**src/rtl/perceptron_pkg.sv**
```systemverilog
// Shared constants and helpers for the perceptron_multi integrate-and-fire neuron.
package perceptron_pkg;

  localparam int N_INPUTS_DEF      = 2;
  localparam int IN_W_DEF          = 4;
  localparam int WEIGHT_W_DEF      = 4;
  localparam int STATE_W_DEF       = 8;
  localparam int LEAK_SHIFT_DEF    = 1;
  localparam int REFRAC_CYCLES_DEF = 2;
  localparam int THRESH_RST_DEF    = 127;

  // Widest accumulator the saturation helper handles.
  localparam int SAT_W = 64;

  function automatic int thresh_addr(input int n_inputs);
    return n_inputs;
  endfunction

  function automatic int max_int(input int a, input int b);
    return (a > b) ? a : b;
  endfunction

  // Clamp an accumulator to the largest value representable in state_w bits.
  function automatic logic [SAT_W-1:0] sat_state(input logic [SAT_W-1:0] acc, input int state_w);
    logic [SAT_W-1:0] max_v;
    max_v = (SAT_W'(1) << state_w) - SAT_W'(1);
    if (acc > max_v) begin
      return max_v;
    end else begin
      return acc;
    end
  endfunction

endpackage

```
**src/rtl/perceptron_multi_if.sv**
```systemverilog
// Data and configuration bus of perceptron_multi; master drives inputs, slave is the neuron.
interface perceptron_multi_if
  import perceptron_pkg::*;
#(
  parameter int N_INPUTS = N_INPUTS_DEF,
  parameter int IN_W     = IN_W_DEF,
  parameter int WEIGHT_W = WEIGHT_W_DEF,
  parameter int STATE_W  = STATE_W_DEF
) ();

  localparam int ADDR_W = $clog2(N_INPUTS + 1);
  localparam int CFG_W  = max_int(WEIGHT_W, STATE_W);

  logic                     in_valid;
  logic [N_INPUTS*IN_W-1:0] v_in;
  logic                     cfg_valid;
  logic                     cfg_ready;
  logic [ADDR_W-1:0]        cfg_addr;
  logic [CFG_W-1:0]         cfg_data;
  logic [STATE_W-1:0]       state;
  logic                     v_out;
  logic                     refrac;

  modport master (
    output in_valid, v_in, cfg_valid, cfg_addr, cfg_data,
    input  cfg_ready, state, v_out, refrac
  );

  modport slave (
    input  in_valid, v_in, cfg_valid, cfg_addr, cfg_data,
    output cfg_ready, state, v_out, refrac
  );

endinterface

```
**src/rtl/perceptron_weight_bank.sv**
```systemverilog
// Runtime-writable weights and firing threshold for perceptron_multi.
module perceptron_weight_bank
  import perceptron_pkg::*;
#(
  parameter int N_INPUTS   = N_INPUTS_DEF,
  parameter int WEIGHT_W   = WEIGHT_W_DEF,
  parameter int STATE_W    = STATE_W_DEF,
  parameter int THRESH_RST = THRESH_RST_DEF,
  parameter int ADDR_W     = $clog2(N_INPUTS + 1),
  parameter int CFG_W      = max_int(WEIGHT_W, STATE_W)
) (
  input  logic                         clk,
  input  logic                         reset,
  input  logic                         wr_en,
  input  logic [ADDR_W-1:0]            wr_addr,
  input  logic [CFG_W-1:0]             wr_data,
  output logic [N_INPUTS*WEIGHT_W-1:0] weights,
  output logic [STATE_W-1:0]           thresh
);

  localparam logic [ADDR_W-1:0] T_ADDR = ADDR_W'(thresh_addr(N_INPUTS));

  logic [WEIGHT_W-1:0] weight_q [N_INPUTS];
  logic [WEIGHT_W-1:0] weight_d [N_INPUTS];
  logic [STATE_W-1:0]  thresh_q;
  logic [STATE_W-1:0]  thresh_d;

  // Addresses above the threshold slot match nothing and are dropped.
  always_comb begin
    weight_d = weight_q;
    thresh_d = thresh_q;
    if (wr_en) begin
      if (wr_addr == T_ADDR) begin
        thresh_d = wr_data[STATE_W-1:0];
      end else begin
        for (int i = 0; i < N_INPUTS; i++) begin
          if (wr_addr == ADDR_W'(i)) begin
            weight_d[i] = wr_data[WEIGHT_W-1:0];
          end else begin
            weight_d[i] = weight_q[i];
          end
        end
      end
    end else begin
      thresh_d = thresh_q;
    end
  end

  always_ff @(posedge clk) begin
    if (reset) begin
      for (int i = 0; i < N_INPUTS; i++) begin
        weight_q[i] <= WEIGHT_W'(1);
      end
      thresh_q <= STATE_W'(THRESH_RST);
    end else begin
      weight_q <= weight_d;
      thresh_q <= thresh_d;
    end
  end

  always_comb begin
    weights = '0;
    for (int i = 0; i < N_INPUTS; i++) begin
      weights[i*WEIGHT_W +: WEIGHT_W] = weight_q[i];
    end
    thresh = thresh_q;
  end

endmodule

```
**src/rtl/perceptron_multi.sv**
```systemverilog
// N-input leaky integrate-and-fire neuron with saturating membrane state.
// Refractory hold after each spike is enabled by defining PERCEPTRON_REFRAC_EN.
module perceptron_multi
  import perceptron_pkg::*;
#(
  parameter int N_INPUTS      = N_INPUTS_DEF,
  parameter int IN_W          = IN_W_DEF,
  parameter int WEIGHT_W      = WEIGHT_W_DEF,
  parameter int STATE_W       = STATE_W_DEF,
  parameter int LEAK_SHIFT    = LEAK_SHIFT_DEF,
  parameter int REFRAC_CYCLES = REFRAC_CYCLES_DEF,
  parameter int THRESH_RST    = THRESH_RST_DEF
) (
  input logic               clk,
  input logic               reset,
  perceptron_multi_if.slave bus
);

  localparam int ADDR_W = $clog2(N_INPUTS + 1);
  localparam int CFG_W  = max_int(WEIGHT_W, STATE_W);
  localparam int ACC_W  = STATE_W + IN_W + WEIGHT_W + $clog2(N_INPUTS);

  logic [N_INPUTS*WEIGHT_W-1:0] weights;
  logic [STATE_W-1:0]           thresh;
  logic                         cfg_wr;
  logic [ACC_W-1:0]             mac_sum;
  logic [ACC_W-1:0]             acc;
  logic [STATE_W-1:0]           acc_sat;
  logic                         fire;
  logic                         busy;

  logic [STATE_W-1:0] state_q, state_d;
  logic               v_out_q, v_out_d;

  assign bus.cfg_ready = ~reset;
  assign cfg_wr        = bus.cfg_valid & ~reset;

  perceptron_weight_bank #(
    .N_INPUTS  (N_INPUTS),
    .WEIGHT_W  (WEIGHT_W),
    .STATE_W   (STATE_W),
    .THRESH_RST(THRESH_RST),
    .ADDR_W    (ADDR_W),
    .CFG_W     (CFG_W)
  ) u_bank (
    .clk    (clk),
    .reset  (reset),
    .wr_en  (cfg_wr),
    .wr_addr(bus.cfg_addr),
    .wr_data(bus.cfg_data),
    .weights(weights),
    .thresh (thresh)
  );

  // Weighted sum, leak and saturation, all at full accumulator width.
  always_comb begin
    mac_sum = '0;
    for (int i = 0; i < N_INPUTS; i++) begin
      mac_sum = mac_sum + (ACC_W'(bus.v_in[i*IN_W +: IN_W]) * ACC_W'(weights[i*WEIGHT_W +: WEIGHT_W]));
    end
    acc     = ACC_W'(state_q >> LEAK_SHIFT) + (bus.in_valid ? mac_sum : '0);
    acc_sat = STATE_W'(sat_state(SAT_W'(acc), STATE_W));
    fire    = (acc_sat >= thresh);
  end

`ifdef PERCEPTRON_REFRAC_EN
  localparam int CNT_W = $clog2(REFRAC_CYCLES + 1);

  logic [CNT_W-1:0] cnt_q, cnt_d;
  logic             refrac_q, refrac_d;

  assign busy = (cnt_q != '0);

  always_comb begin
    if (busy) begin
      cnt_d = cnt_q - CNT_W'(1);
    end else if (fire) begin
      cnt_d = CNT_W'(REFRAC_CYCLES);
    end else begin
      cnt_d = '0;
    end
    refrac_d = (cnt_d != '0);
  end

  always_ff @(posedge clk) begin
    if (reset) begin
      cnt_q    <= '0;
      refrac_q <= 1'b0;
    end else begin
      cnt_q    <= cnt_d;
      refrac_q <= refrac_d;
    end
  end

  assign bus.refrac = refrac_q;
`else
  assign busy       = 1'b0;
  assign bus.refrac = (REFRAC_CYCLES < 0);
`endif

  always_comb begin
    if (busy) begin
      state_d = '0;
      v_out_d = 1'b0;
    end else if (fire) begin
      state_d = '0;
      v_out_d = 1'b1;
    end else begin
      state_d = acc_sat;
      v_out_d = 1'b0;
    end
  end

  always_ff @(posedge clk) begin
    if (reset) begin
      state_q <= '0;
      v_out_q <= 1'b0;
    end else begin
      state_q <= state_d;
      v_out_q <= v_out_d;
    end
  end

  assign bus.state = state_q;
  assign bus.v_out = v_out_q;

endmodule

```
**src/flat_wrapper.sv**
```systemverilog
// flat-port wrapper written by rule: the top's interface ports become plain ports
module perceptron_multi_flat import perceptron_pkg::*;
#(
  parameter int N_INPUTS      = N_INPUTS_DEF,
  parameter int IN_W          = IN_W_DEF,
  parameter int WEIGHT_W      = WEIGHT_W_DEF,
  parameter int STATE_W       = STATE_W_DEF,
  parameter int LEAK_SHIFT    = LEAK_SHIFT_DEF,
  parameter int REFRAC_CYCLES = REFRAC_CYCLES_DEF,
  parameter int THRESH_RST    = THRESH_RST_DEF
)
  (clk, reset, bus_in_valid, bus_v_in, bus_cfg_valid, bus_cfg_addr, bus_cfg_data, bus_cfg_ready, bus_state, bus_v_out, bus_refrac);
  perceptron_multi_if #(.N_INPUTS(N_INPUTS), .IN_W(IN_W), .WEIGHT_W(WEIGHT_W), .STATE_W(STATE_W)) bus_i ();
  input logic clk;
  input logic reset;
  input wire logic [$bits(bus_i.in_valid)-1:0] bus_in_valid;
  input wire logic [$bits(bus_i.v_in)-1:0] bus_v_in;
  input wire logic [$bits(bus_i.cfg_valid)-1:0] bus_cfg_valid;
  input wire logic [$bits(bus_i.cfg_addr)-1:0] bus_cfg_addr;
  input wire logic [$bits(bus_i.cfg_data)-1:0] bus_cfg_data;
  output wire logic [$bits(bus_i.cfg_ready)-1:0] bus_cfg_ready;
  output wire logic [$bits(bus_i.state)-1:0] bus_state;
  output wire logic [$bits(bus_i.v_out)-1:0] bus_v_out;
  output wire logic [$bits(bus_i.refrac)-1:0] bus_refrac;
  assign bus_i.in_valid = bus_in_valid;
  assign bus_i.v_in = bus_v_in;
  assign bus_i.cfg_valid = bus_cfg_valid;
  assign bus_i.cfg_addr = bus_cfg_addr;
  assign bus_i.cfg_data = bus_cfg_data;
  assign bus_cfg_ready = bus_i.cfg_ready;
  assign bus_state = bus_i.state;
  assign bus_v_out = bus_i.v_out;
  assign bus_refrac = bus_i.refrac;
  perceptron_multi #(.N_INPUTS(N_INPUTS), .IN_W(IN_W), .WEIGHT_W(WEIGHT_W), .STATE_W(STATE_W), .LEAK_SHIFT(LEAK_SHIFT), .REFRAC_CYCLES(REFRAC_CYCLES), .THRESH_RST(THRESH_RST)) u_core (.clk(clk), .reset(reset), .bus(bus_i));
endmodule
```
**config.mk**
```make
export PLATFORM = sky130hd
export DESIGN_NAME = perceptron_multi_flat
export DESIGN_NICKNAME = d
export VERILOG_FILES = /design/src/rtl/perceptron_pkg.sv /design/src/rtl/perceptron_multi_if.sv /design/src/rtl/perceptron_weight_bank.sv /design/src/rtl/perceptron_multi.sv /design/src/flat_wrapper.sv
export SDC_FILE = /design/constraint.sdc
export NUM_CORES = 1
export LEC_CHECK = 0
export CAP_MARGIN = 10
export CORE_ASPECT_RATIO = 1.25
export CORE_MARGIN = 2
export CORE_UTILIZATION = 25
export DETAILED_ROUTE_END_ITERATION = 12
export PLACE_DENSITY = 0.47
export SLEW_MARGIN = 25
export SYNTH_ARGS = -nofsm -noshare
export SYNTH_HDL_FRONTEND = slang
export SYNTH_SLANG_ARGS = --single-unit
```
**constraint.sdc**
```tcl
create_clock -name clk -period 7.58 [get_ports clk]
set_clock_uncertainty 0.05 [all_clocks]
set_input_delay 1.516 -clock clk [delete_from_list [all_inputs] [get_ports clk]]
set_output_delay 1.516 -clock clk [all_outputs]
set_load 0.01 [all_outputs]
```
==> metrics.txt, run 1 <==
outcome=complete, no violations; Synth Flop Type=dfxtp_1; Root Buffer Master=clkbuf_16; HPWL Detailed=4980 µm; Clock Path Buffers=2; Reg power frac=0.285; final antenna diode count=0; routed vias/inst=4.36; number of synthesized flops with an enable pin=0; Max Cap Violations=0; Routed Antenna Nets=0; Tmin final=7250 ps; flop and latch count out of synthesis=25; Final Cycle Share=0.957; layout cells sized above 1=0.194; WL met2=2970 µm; pin count of the biggest net entering global routing=16; initial core utilization=0.254; final setup fails=0; Worst-Skew Late Latency=260 ps; Metal-1 WL=2750 µm; post-route cell area=3420 µm²; Fill cells=1064; syn_nets=370; Hold Path Stages=2; Die Span X=94.1 µm; CTS H-tree depth=1; FFs w/ async S/R, synth=0; Routed wire per std cell=12.1 µm; cell area after synthesis=2540 µm²; Synth Instances=293; Total Wirelength=5880 µm; crit-path max FO=4; Worst Hold End=u_core.u_bank.thresh[0]; sequential share of the synthesized area=0.197; DR top layer=met4; gr usage total=0.116; grt ovf=0; Unique masters post-synth=42; Residual DRC=0; RR Startpoint=u_core.u_bank.weights[7]; Synth Area per Inst=8.66 µm²; via count=2108; Relative slew margins=0.505; vias in the first global route=2207; yosys warns=0; Die Y=117 µm; Clk pin slew, worst setup/hold paths=60 ps; VDD IR max=131 µV; Worst Tran Pin Value=741 ps; Initial DRC Count=32; Post-DP Area=3210 µm²; R2R depth=28; Slew Limit Fails=0; GP Congestion=0.776; final net count=433; met3 wire length=124 µm; Finished Layout Cells=484; CP Class=in2reg; core footprint=10000 µm²; io pins=33; hold_ws=450 ps; clock power share=0.212; maximum clock rate=138 MHz; Hold Violations, Final=0; placed cells=478; Setup crit start kind=primary input; Hold Startpoint=u_core.u_bank.thresh[0]; R2R Setup Slk=1260 ps; commonest non-fill, non-tap cell in the layout=inv_1; row cnt=41; area delta synth->final=34.6%; clock sink count=25; Critical R2R Capture=u_core.bus.state[7]; Pre-antenna DRT Iters=4; global-route wire length before repair=10300 µm; Cell Pwr Density=162 nW/µm²; initial antenna violation count=0; leakage=1.68 nW; Sw Pwr=192 µW; die area=11000 µm²; combinational power share=0.503; hold_buf cts=0; Critical Path AT=7400 ps; most frequent cells in the layout=inv_1, ha_1, buf_4; P_int=362 µW; Min-Delay Path Class=reg2reg; Sw Share=0.347; Crit. End Element=flip-flop; TritonCTS clock tree=built; TritonCTS buffer count=3; WP data required=7730 ps; Port Buffers=31
[synthesized netlist by cell type, types with 2 or more instances]
master	count	area share
inv_1	48	0.071
ha_1	36	0.18
and2_1	31	0.076
nand2_1	27	0.040
dfxtp_1	25	0.20
fa_1	19	0.15
a21oi_1	16	0.032
nor2_1	15	0.022
mux2i_1	9	0.036
o21ai_0	7	0.014
o211ai_1	6	0.018
nand2b_1	5	0.012
nor3b_1	5	0.015
clkbuf_1	4	0.0059
xor2_1	4	0.014
a211oi_1	3	0.0089
a21o_1	3	0.0089
nor2b_1	3	0.0074
a221oi_2	2	0.012
o21a_1	2	0.0059
xnor2_1	2	0.0069
[layout make-up]
class / count / area [µm²] / share of cell area
flip-flops and latches: 25 / 500 / 0.147
repair buffers: 64 / 554 / 0.162
clock buffers: 4 / 78.8 / 0.0231
multi-input cells: 214 / 1940 / 0.568
well taps: 129 / 161 / 0.0473
inverters: 48 / 180 / 0.0527
[what timing repair did]
item	4_1_cts	5_1_grt
setup buffers	0	2
gates resized for setup	18	22
setup endpoints to repair	9	9
pin swaps	10	13
cloned	0	0
[flip-flops by register name, indices dropped and copies added (netlist names)]
| register | cells |
|---|---|
| u_core.bus.state | 8 |
| u_core.u_bank.thresh | 8 |
| u_core.u_bank.weights | 8 |
| u_core.bus.v_out | 1 |
[worst max-delay path, cell delays in order]
cell and delay (ps):
dlymetal6s2s_1 130, and2_4 160, fa_1 490, fa_1 500, inv_1 60, fa_1 540
inv_1 50, fa_1 540, inv_1 80, fa_2 390, nand2b_4 160, nand2b_1 70
nand2_1 60, a211oi_2 220, ha_1 300, a21oi_2 150, o21a_1 120, o31a_1 160
o2111ai_2 110, o211ai_2 120, and2_4 170, ha_1 210, nand2b_1 140, a21o_1 170
a211o_1 300, a21oi_2 200, buf_4 150, and3_1 140
[through the flow]
stage,worst slack (ps),TNS (ps),util,power [mW]
2_1_floorplan,241,0,-,0.307
6_report,329,0,0.341,0.554
3_5_place_dp,-592,-4980,0.321,0.416
5_1_grt,-12.2,-31.4,0.341,0.600
4_1_cts,1.82,0,0.335,0.550
3_3_place_gp,-475,-4000,0.321,0.413
[cells by family (layout without fill, tap and decap cells)]
family | after synthesis | in the layout | share of synthesized area
compound gates | 49 | 49 | 0.136
xor+xnor | 6 | 6 | 0.0207
fa+ha+maj | 55 | 55 | 0.327
buf+inv | 54 | 116 | 0.0843
flops | 25 | 25 | 0.197
mux | 9 | 9 | 0.0355
other cells | 1 | 1 | 0.00148
simple gates | 94 | 94 | 0.198
[routing by layer]
metal,GRT usage,vias up
met3,0.0135,2
li1,-,1090
met1,0.150,1000
met4,0.0232,0
met5,0,-
met2,0.208,16
[how the worst max path moves through the flow]
stage | start | to | slack, ps | cells past startpoint
floorplan | bus_v_in[4] | u_core.bus.state[0] | 240 | 28
global placement | bus_v_in[4] | u_core.bus.state[0] | -470 | 29
detailed placement | bus_v_in[4] | u_core.bus.state[0] | -590 | 29
CTS | bus_v_in[6] | u_core.bus.state[0] | 2 | 29
global route | bus_v_in[7] | u_core.bus.state[7] | -10 | 28
finish | bus_v_in[7] | u_core.bus.state[7] | 330 | 28
[power by group through the flow]
stage | registers (mW) | logic (mW) | clock network [mW]
2_1_floorplan | 0.163 | 0.144 | 0
3_3_place_gp | 0.162 | 0.252 | 0
3_5_place_dp | 0.161 | 0.255 | 0
4_1_cts | 0.158 | 0.272 | 0.120
5_1_grt | 0.160 | 0.314 | 0.126
6_report | 0.158 | 0.279 | 0.117
Power figures use the tool's default switching activity.
==> run 2, diff against run 1 <==
- ABC_AREA: default -> 0
- CORE_ASPECT_RATIO: 1.25 -> 1.4
- DONT_BUFFER_PORTS: default -> 1
- PLACE_DENSITY: 0.47 -> 0.43
==> run 2 against run 1 <==
  * Count of clock-buffer cells in the layout unchanged
  * Critical path depth is 2 lower
  * Total power down 13%
  * Die area hardly changed
  * Register-to-register slack got worse by 140 ps
  * Sequential share of layout area increased by 2.7 points
  * Core utilization is 5.0 points lower
  * Sequential power is 5% higher
  * Setup slack worse by 8.2 ps
  * First-iteration DRC count rose by 120%
  * Combinational power decreased by 28%
  * Critical path type unchanged
==> metrics.txt, run 2 (synthesis gave the netlist of run 1 again) <==
WP data required=7720 ps (about the same); CP Class=in2reg; Die Y=123 µm (+5.6%); Slew Limit Fails=0 (unchanged); Cell Pwr Density=168 nW/µm² (+3.7%); Tmin final=7260 ps (+8.23 ps); Clock Path Buffers=2 (unchanged); Initial DRC Count=71 (+120%); initial antenna violation count=0 (unchanged); Routed wire per std cell=13.3 µm (+9.3%); Setup crit start kind=primary input; routed vias/inst=4.35 (about the same); Critical Path AT=7400 ps (about the same); final net count=383 (-12%); Routed Antenna Nets=0 (unchanged); GP Congestion=0.789 (+1.7%); post-route cell area=2880 µm² (-16%); final setup fails=0 (unchanged); busiest layer in global routing=met2; core footprint=9900 µm² (-1.0%); Worst-Skew Late Latency=260 ps (about the same); via count=1916 (-9.1%); Total Wirelength=5840 µm (-0.61%); gr usage total=0.116 (+0.000298); global-route wire length before repair=9890 µm (-3.6%); Post-DP Area=2780 µm² (-13%); Pre-antenna DRT Iters=4 (unchanged); TritonCTS clock tree=built; Relative slew margins=0.455 (-0.0503); Hold Violations, Final=0 (unchanged); Clk pin slew, worst setup/hold paths=70 ps (about the same); post-CTS setup buffers=0 (unchanged); commonest non-fill, non-tap cell in the layout=inv_1; vias in the first global route=2082 (-5.7%); layout cells sized above 1=0.0918 (-0.103); area delta synth->final=13.6%; clock sink count=25 (unchanged); grt ovf=0 (unchanged); grt met2 use=0.225 (+0.0169); pin count of the biggest net entering global routing=16 (unchanged); HPWL Detailed=5040 µm (+1.2%); outcome=complete, no violations; fin util=0.291 (-0.0504); leakage=1.43 nW (-15%); TritonCTS buffer count=3 (unchanged); Crit. End Element=flip-flop; maximum clock rate=138 MHz (-0.11%); initial core utilization=0.256 (+0.00266); Worst Tran Pin Value=816 ps (+75.4 ps); most frequent cells in the layout=inv_1, ha_1, and2_1; crit-path max FO=7 (+3); Residual DRC=0 (unchanged); M1 GR Usage=0.126 (-0.0246); Die Span X=89.1 µm (-5.3%); io pins=33 (unchanged); Global Route met3 Usage=0.0307 (+0.0172); die area=11000 µm² (about the same); row cnt=43 (+4.9%); Root Buffer Master=clkbuf_16; final antenna diode count=0 (unchanged); Max Cap Violations=0 (unchanged); Final Cycle Share=0.958 (+0.00109); VDD IR max=102 µV (-22%); CTS H-tree depth=1 (unchanged); Port Buffers=0 (-100%); setup repair after global routing missed its margin=true; Min-Delay Path Class=reg2reg
## run 2: area by class of cell
| cell class | instances | area [µm²] |
|---|---|---|
| clock buffers | 4 | 78.8 |
| fillers | 1101 | 7020 |
| inverters | 48 | 180 |
| multi-input cells | 214 | 1840 |
| flip-flops and latches | 25 | 500 |
| well taps | 135 | 169 |
| repair buffers | 14 | 109 |
## run 2: repair_timing
action                                  CTS  global route
hold buffers                              0             0
endpoints found under the setup margin    0             9
resized for setup                         0             5
## run 2: report_power, final
part,internal [mW],switching (mW)
clock network,0.0719,0.0465
logic,0.0945,0.106
registers,0.147,0.0194
## run 2: worst max-delay path, stage by stage
cell and delay (ps):
nand2_1 60, fa_1 540, inv_1 50, fa_1 530, inv_1 60, fa_1 530
inv_1 50, fa_1 560, inv_1 60, fa_1 440, nand2b_1 190, a21oi_1 250
a211oi_2 80, ha_1 330, o21ai_0 100, a31oi_1 260, o21a_1 160, o211ai_2 100
and2_1 180, ha_1 270, nand2b_1 140, a21o_1 170, a211o_1 290, a21oi_2 160
nand2_2 130, a21oi_1 170
## run 2: routing by layer
layer	part of all wire	vias to the layer above
met5	0	-
met3	0.054	2
met1	0.40	907
li1	-	985
met4	0.0046	0
met2	0.54	22
## run 2: worst paths after layout
check	cells after the start	end	slack, ps	start
hold / removal	2	u_core.u_bank.thresh[0]	450	u_core.u_bank.thresh[0]
setup reg to reg	26	u_core.bus.state[2]	1120	u_core.u_bank.weights[7]
hold reg to reg	2	u_core.u_bank.thresh[0]	450	u_core.u_bank.thresh[0]
setup / recovery	26	u_core.bus.state[2]	320	bus_v_in[4]
## run 2: through the flow
stage / total power, mW / worst slack, ps / std cells / setup TNS [ps] / hold WS, ps
CTS: 0.493 / 206 / 440 / 0 / 454
finish: 0.485 / 320 / 440 / 0 / 447
detailed placement: 0.369 / -40.6 / 436 / -152 / 432
floorplan: 0.307 / 241 / 293 / 0 / 396
global route: 0.531 / -35.9 / 440 / -98.6 / 472
global placement: 0.370 / 11.2 / 436 / 0 / 441
